--- src/rtl/nibbler_sequencer_if.sv ---
// rtl/nibbler_sequencer_if.sv - program-fetch and datapath-control bundle of the Nibbler sequencer
interface nibbler_sequencer_if #(
   parameter int PC_W = 12,
   parameter int N    = 4
);
   logic [7:0]      instr;
   logic            prog_valid;
   logic            C;
   logic            Z;
   logic [PC_W-1:0] pc;
   logic            prog_req;
   logic            ir_load;
   logic [1:0]      alu_op;
   logic            accu_we;
   logic            flags_we;
   logic            mem_we;
   logic            port_rd;
   logic            port_wr;
   logic [1:0]      port_sel;
   logic [N-1:0]    imm;
   logic            halted;

   modport master (
      input  instr, prog_valid, C, Z,
      output pc, prog_req, ir_load, alu_op, accu_we, flags_we, mem_we,
             port_rd, port_wr, port_sel, imm, halted
   );

   modport slave (
      output instr, prog_valid, C, Z,
      input  pc, prog_req, ir_load, alu_op, accu_we, flags_we, mem_we,
             port_rd, port_wr, port_sel, imm, halted
   );
endinterface

--- src/rtl/nibbler_sequencer.sv ---
// rtl/nibbler_sequencer.sv - fetch/execute control unit of the Nibbler 4-bit processor
module nibbler_sequencer #(
   parameter int PC_W = 12,
   parameter int N    = 4
) (
   input  logic                clk,
   input  logic                reset,
   nibbler_sequencer_if.master bus
);
   typedef enum logic [1:0] {
      S_FETCH  = 2'd0,
      S_EXEC   = 2'd1,
      S_OPND   = 2'd2,
      S_HALTED = 2'd3
   } state_t;

   localparam logic [3:0] OP_NOP  = 4'h0;
   localparam logic [3:0] OP_LIT  = 4'h1;
   localparam logic [3:0] OP_ADDI = 4'h2;
   localparam logic [3:0] OP_NORI = 4'h3;
   localparam logic [3:0] OP_CMPI = 4'h4;
   localparam logic [3:0] OP_LD   = 4'h5;
   localparam logic [3:0] OP_ST   = 4'h6;
   localparam logic [3:0] OP_IN   = 4'h7;
   localparam logic [3:0] OP_OUT  = 4'h8;
   localparam logic [3:0] OP_JMP  = 4'h9;
   localparam logic [3:0] OP_JC   = 4'hA;
   localparam logic [3:0] OP_JNC  = 4'hB;
   localparam logic [3:0] OP_JZ   = 4'hC;
   localparam logic [3:0] OP_JNZ  = 4'hD;
   localparam logic [3:0] OP_HALT = 4'hF;

   localparam logic [1:0] ALU_PASS = 2'd0;
   localparam logic [1:0] ALU_ADD  = 2'd1;
   localparam logic [1:0] ALU_NOR  = 2'd2;
   localparam logic [1:0] ALU_CMP  = 2'd3;
   localparam logic [1:0] NO_PORT  = 2'd3;

   state_t          state_q;
   logic [PC_W-1:0] pc_q;
   logic [7:0]      ir_q;
   logic [1:0]      alu_op_q;
   logic            accu_we_q;
   logic            flags_we_q;
   logic            mem_we_q;
   logic            port_rd_q;
   logic            port_wr_q;
   logic [1:0]      port_sel_q;
   logic            halted_q;

   logic [3:0]      new_op;
   logic [1:0]      new_sel;
   logic            new_is_jump;
   logic            new_port_ok;
   logic [1:0]      alu_op_d;
   logic            accu_we_d;
   logic            flags_we_d;
   logic            mem_we_d;
   logic            port_rd_d;
   logic            port_wr_d;
   logic [1:0]      port_sel_d;
   logic [PC_W-1:0] pc_inc_d;
   logic [PC_W-1:0] pc_jmp_d;
   logic            jump_taken_d;

   // Strobe decode is taken from the word arriving in FETCH so the strobes
   // come out of flops during the single EXEC cycle that follows.
   always_comb begin
      new_op      = bus.instr[7:4];
      new_sel     = bus.instr[1:0];
      new_is_jump = (new_op >= OP_JMP) && (new_op <= OP_JNZ);
      new_port_ok = (new_sel != NO_PORT);
      alu_op_d    = ALU_PASS;
      accu_we_d   = 1'b0;
      flags_we_d  = 1'b0;
      mem_we_d    = 1'b0;
      port_rd_d   = 1'b0;
      port_wr_d   = 1'b0;
      port_sel_d  = NO_PORT;
      case (new_op)
         OP_LIT:  accu_we_d = 1'b1;
         OP_ADDI: begin
            accu_we_d  = 1'b1;
            flags_we_d = 1'b1;
            alu_op_d   = ALU_ADD;
         end
         OP_NORI: begin
            accu_we_d = 1'b1;
            alu_op_d  = ALU_NOR;
         end
         OP_CMPI: begin
            flags_we_d = 1'b1;
            alu_op_d   = ALU_CMP;
         end
         OP_LD:   accu_we_d = 1'b1;
         OP_ST:   mem_we_d  = 1'b1;
         OP_IN: begin
            port_sel_d = new_sel;
            port_rd_d  = new_port_ok;
            accu_we_d  = new_port_ok;
         end
         OP_OUT: begin
            port_sel_d = new_sel;
            port_wr_d  = new_port_ok;
         end
         default: ;
      endcase
   end

   // The jump target's high nibble comes from IR, its low byte straight from memory.
   always_comb begin
      pc_inc_d = pc_q + PC_W'(1);
      pc_jmp_d = PC_W'({ir_q[N-1:0], bus.instr});
      case (ir_q[7:4])
         OP_JMP:  jump_taken_d = 1'b1;
         OP_JC:   jump_taken_d = bus.C;
         OP_JNC:  jump_taken_d = ~bus.C;
         OP_JZ:   jump_taken_d = bus.Z;
         OP_JNZ:  jump_taken_d = ~bus.Z;
         default: jump_taken_d = 1'b0;
      endcase
   end

   always_ff @(posedge clk or negedge reset) begin
      if (!reset) begin
         state_q    <= S_FETCH;
         pc_q       <= '0;
         ir_q       <= 8'h00;
         alu_op_q   <= ALU_PASS;
         accu_we_q  <= 1'b0;
         flags_we_q <= 1'b0;
         mem_we_q   <= 1'b0;
         port_rd_q  <= 1'b0;
         port_wr_q  <= 1'b0;
         port_sel_q <= NO_PORT;
         halted_q   <= 1'b0;
      end else begin
         case (state_q)
            S_FETCH: begin
               if (bus.prog_valid) begin
                  ir_q <= bus.instr;
                  pc_q <= pc_inc_d;
                  if (new_is_jump) begin
                     state_q <= S_OPND;
                  end else begin
                     state_q    <= S_EXEC;
                     alu_op_q   <= alu_op_d;
                     accu_we_q  <= accu_we_d;
                     flags_we_q <= flags_we_d;
                     mem_we_q   <= mem_we_d;
                     port_rd_q  <= port_rd_d;
                     port_wr_q  <= port_wr_d;
                     port_sel_q <= port_sel_d;
                  end
               end
            end
            S_EXEC: begin
               alu_op_q   <= ALU_PASS;
               accu_we_q  <= 1'b0;
               flags_we_q <= 1'b0;
               mem_we_q   <= 1'b0;
               port_rd_q  <= 1'b0;
               port_wr_q  <= 1'b0;
               port_sel_q <= NO_PORT;
               if (ir_q[7:4] == OP_HALT) begin
                  state_q  <= S_HALTED;
                  halted_q <= 1'b1;
               end else begin
                  state_q <= S_FETCH;
               end
            end
            S_OPND: begin
               if (bus.prog_valid) begin
                  pc_q    <= jump_taken_d ? pc_jmp_d : pc_inc_d;
                  state_q <= S_FETCH;
               end
            end
            S_HALTED: begin
               halted_q <= 1'b1;
            end
            default: state_q <= S_FETCH;
         endcase
      end
   end

   assign bus.pc       = pc_q;
   assign bus.prog_req = (state_q == S_FETCH) || (state_q == S_OPND);
   assign bus.ir_load  = (state_q == S_FETCH) && bus.prog_valid;
   assign bus.alu_op   = alu_op_q;
   assign bus.accu_we  = accu_we_q;
   assign bus.flags_we = flags_we_q;
   assign bus.mem_we   = mem_we_q;
   assign bus.port_rd  = port_rd_q;
   assign bus.port_wr  = port_wr_q;
   assign bus.port_sel = port_sel_q;
   assign bus.imm      = ir_q[N-1:0];
   assign bus.halted   = halted_q;
endmodule

--- src/flat_wrapper.sv ---
// flat-port wrapper written by rule: the top's interface ports become plain ports
module nibbler_sequencer_flat 
#(
   parameter int PC_W = 12,
   parameter int N    = 4
)
  (clk, reset, bus_instr, bus_prog_valid, bus_C, bus_Z, bus_pc, bus_prog_req, bus_ir_load, bus_alu_op, bus_accu_we, bus_flags_we, bus_mem_we, bus_port_rd, bus_port_wr, bus_port_sel, bus_imm, bus_halted);
  nibbler_sequencer_if #(.PC_W(PC_W), .N(N)) bus_i ();
  input  logic clk;
  input  logic reset;
  input wire logic [$bits(bus_i.instr)-1:0] bus_instr;
  input wire logic [$bits(bus_i.prog_valid)-1:0] bus_prog_valid;
  input wire logic [$bits(bus_i.C)-1:0] bus_C;
  input wire logic [$bits(bus_i.Z)-1:0] bus_Z;
  output wire logic [$bits(bus_i.pc)-1:0] bus_pc;
  output wire logic [$bits(bus_i.prog_req)-1:0] bus_prog_req;
  output wire logic [$bits(bus_i.ir_load)-1:0] bus_ir_load;
  output wire logic [$bits(bus_i.alu_op)-1:0] bus_alu_op;
  output wire logic [$bits(bus_i.accu_we)-1:0] bus_accu_we;
  output wire logic [$bits(bus_i.flags_we)-1:0] bus_flags_we;
  output wire logic [$bits(bus_i.mem_we)-1:0] bus_mem_we;
  output wire logic [$bits(bus_i.port_rd)-1:0] bus_port_rd;
  output wire logic [$bits(bus_i.port_wr)-1:0] bus_port_wr;
  output wire logic [$bits(bus_i.port_sel)-1:0] bus_port_sel;
  output wire logic [$bits(bus_i.imm)-1:0] bus_imm;
  output wire logic [$bits(bus_i.halted)-1:0] bus_halted;
  assign bus_i.instr = bus_instr;
  assign bus_i.prog_valid = bus_prog_valid;
  assign bus_i.C = bus_C;
  assign bus_i.Z = bus_Z;
  assign bus_pc = bus_i.pc;
  assign bus_prog_req = bus_i.prog_req;
  assign bus_ir_load = bus_i.ir_load;
  assign bus_alu_op = bus_i.alu_op;
  assign bus_accu_we = bus_i.accu_we;
  assign bus_flags_we = bus_i.flags_we;
  assign bus_mem_we = bus_i.mem_we;
  assign bus_port_rd = bus_i.port_rd;
  assign bus_port_wr = bus_i.port_wr;
  assign bus_port_sel = bus_i.port_sel;
  assign bus_imm = bus_i.imm;
  assign bus_halted = bus_i.halted;
  nibbler_sequencer #(.PC_W(PC_W), .N(N)) u_core (.clk(clk), .reset(reset), .bus(bus_i));
endmodule
--- config.mk ---
export PLATFORM = sky130hd
export DESIGN_NAME = nibbler_sequencer_flat
export DESIGN_NICKNAME = d
export VERILOG_FILES = /design/src/rtl/nibbler_sequencer_if.sv /design/src/rtl/nibbler_sequencer.sv /design/src/flat_wrapper.sv
export SDC_FILE = /design/constraint.sdc
export NUM_CORES = 1
export LEC_CHECK = 0
export CORE_ASPECT_RATIO = 2
export CORE_UTILIZATION = 33
export CTS_CLUSTER_SIZE = 16
export DETAILED_ROUTE_END_ITERATION = 12
export SYNTH_ARGS = -nofsm -noshare
export SYNTH_HDL_FRONTEND = slang
export SYNTH_SLANG_ARGS = --single-unit
--- constraint.sdc ---
create_clock -name clk -period 4.25 [get_ports clk]
set_input_delay 0.85 -clock clk [delete_from_list [all_inputs] [get_ports clk]]
set_output_delay 0.85 -clock clk [all_outputs]
set_load 0.005 [all_outputs]
==> impl_metrics.yaml <==
pwr:
  powerDensity_mw_per_mm2: 631
  p_leak_nw: 0.989
  ir_worst_vdd_mv: 0.484
run_status:
  status: "finished, final reports clean"
floorplan:
  coreArea_sq_mm: 0.00571
  fp-row-count: 39
  die_h_um: 111
  die_w_um: 56.3
  start_util: 0.341
  fp.dieArea_sq_mm: 0.00623
  io_pins: 41
synthesis:
  yosys.cell_types.count: 56
  synth_top_cell_by_area: "dfrtp_1"
  syn_avg_cell_area_sq_um: 9.83
  synthArstFlopShare: 1.00
  syn_nets: 216
  synth_area_leaders: "dfrtp_1 (37%), mux2_2 (4.1%), nand2_1 (3.9%)"
  synth.top_cell.area_share: 0.373
  ys_ff_latch: 31
  ys_warn_count: 0
  yosysSeqAreaShare: 0.400
  syn_area_sq_mm: 0.00195
  netlist_instances: 198
  synth_edf_count: 0
  ys.flop_type: "dfrtp_1"
worst_setup_path:
  crit_fanout: 9
  worst_ep_required_time_ps: 3400
  rrSetupSlack_ps: 2100
  crit_path_end_kind: "output port"
  worstReg2RegStart: "u_core.state_q[0]"
  crit_arrival_ps: 2380
  path_class: "primary input to output port"
  setup.worst_path.start_class: "primary input"
  crit_start: "bus_prog_valid"
  rr_endpoint: "u_core.bus.pc[4]"
  reg2reg_depth: 5
  cp-endpoint: "bus_ir_load"
grt:
  grtUsageTotal: 0.174
  grt_max_degree: 32
  grt_pass1_vias: 1679
  grt_overflow: 0
  antenna_found_initial: 0
  grt_pass1_wl_um: 8380
clocking:
  clk_pin_slew_worst_paths_ps: 50
  numCtsBuffers: 5
  hold_buffers: 0
  clockBufferDepth: 2
  cts-htree-levels: 2
  numClockSinks: 31
  cts_resized: 0
  clk_latency_ps: 280
  post_cts_buffers: 0
  cts_tree: "built"
  clockRootBuffer: "clkbuf_16"
sta:
  setup_tns_ps: 0
  slew_headroom: 0.601
  max_freq_ghz: 0.309
  skew_ps: 5.20
  grt_setup_unrepaired: "false"
  post-route-min-period_ps: 3230
  hold_viol_final: 0
  fin_crit_sh: 0.760
  finalSetupViolCount: 0
  worst_slew_pin_slew_ps: 597
  drv_slew: 0
hold_path:
  hp-class: "flip-flop to flip-flop"
layout:
  fin_cells: 295
  antennaDiodeCount: 0
  layout_common_cells: "clkdlybuf4s50_1 (40), dfrtp_1 (29), nand2_1 (20)"
  syn_to_final_growth_pct: 27.7
  drive_gt1_frac: 0.162
  num-nets-final: 251
  final_common_cell: "clkdlybuf4s50_1"
job:
  maxCapViolCount: 0
detailed_routing:
  drt_iter0_markers: 28
  drt_wl_total_um: 5070
  via_per_inst: 5.74
  postRouteAntennaNets: 0
  drt-pass1-iter-count: 4
  drcViolationCount: 0
  routedWlPerCell_um: 17.2
  via_count: 1692
place:
  dpl.hpwl_um: 3790
  port_buffers: 40
  dp.cells: 287
  place.gp.congestion: 0.791
## critical path: stages
cell and delay [ps]:
clkdlybuf4s50_1 530, nand2_2 260, clkinv_1 240, clkdlybuf4s50_1 500
## cell type report
cell class | instances | area (sq um)
well taps | 61 | 76.3
clock buffers | 5 | 125
inverters | 13 | 48.8
clock inverters | 3 | 15.0
flip-flops and latches | 31 | 778
multi-input cells | 139 | 1020
repair buffers | 43 | 423
fillers | 582 | 3230
## report_power, final
group / internal (mW) / switching, mW
registers: 0.393 / 0.108
clock network: 0.213 / 0.134
logic: 0.358 / 0.361
## Yosys cell counts (all sizes together) (2+ instances only)
master   count
a211oi       2
a21oi        6
a22o         2
a2bb2oi      3
a31oi        3
and2b        2
and3         3
and3b        2
buf         12
clkbuf       3
dfrtp       29
dfstp        2
ha           5
inv         12
mux2         9
nand2       21
nand3        8
nor2         4
nor3        10
nor4         8
o2111ai      3
o211ai       5
o21a         4
o21ai        9
o22ai        3
o311a        2
o311ai       4
o32a         2
or2          3
or3          2
## registers in the layout (all words and copies together), names as in the netlist
name	count
u_core.bus.port_rd	1
u_core.bus.pc	12
u_core.ir_q	8
u_core.bus.halted	1
u_core.bus.alu_op	2
u_core.bus.port_sel	2
u_core.bus.accu_we	1
u_core.state_q	2
u_core.bus.mem_we	1
u_core.bus.port_wr	1
## metrics by stage
step	power, mW	setup WS, ps	area [sq um]	util	hold slack (ps)
after global routing	1.67	912	2480	0.435	484
final	1.57	1020	2480	0.435	465
after floorplan	0.964	2190	1950	-	453
after global placement	1.22	1070	2340	0.410	459
after detailed placement	1.23	1020	2340	0.410	459
after CTS	1.58	1020	2480	0.435	467
## per-layer routing
metal | global-route usage | vias up | share of wire
met3 | 0.0234 | 10 | 0.028
met2 | 0.327 | 45 | 0.57
met1 | 0.177 | 825 | 0.37
met4 | 0.0943 | 0 | 0.033
met5 | 0 | - | 0
li1 | - | 812 | -
## cell families after synthesis
family                   share of synthesized area
buffers and inverters                       0.0772
AO/OA/AOI/OAI                                0.242
AND/OR/NAND/NOR                              0.188
multiplexers                                0.0560
adder cells (fa/ha/maj)                     0.0322
flip-flops                                   0.400
XOR/XNOR                                   0.00450
## worst min-delay path by stage
| stage | slack [ps] | startpoint | endpoint | cells after the start |
|---|---|---|---|---|
| global route | 480 | u_core.bus.port_sel[0] | u_core.bus.port_sel[0] | 2 |
| floorplan | 450 | u_core.bus.port_sel[0] | u_core.bus.port_sel[0] | 2 |
| detailed placement | 460 | u_core.bus.port_sel[0] | u_core.bus.port_sel[0] | 2 |
| CTS | 470 | u_core.bus.port_sel[0] | u_core.bus.port_sel[0] | 2 |
| global placement | 460 | u_core.bus.port_sel[0] | u_core.bus.port_sel[0] | 2 |
| finish | 460 | u_core.bus.port_sel[0] | u_core.bus.port_sel[0] | 2 |
No activity file was read; power rests on OpenSTA's default activity.
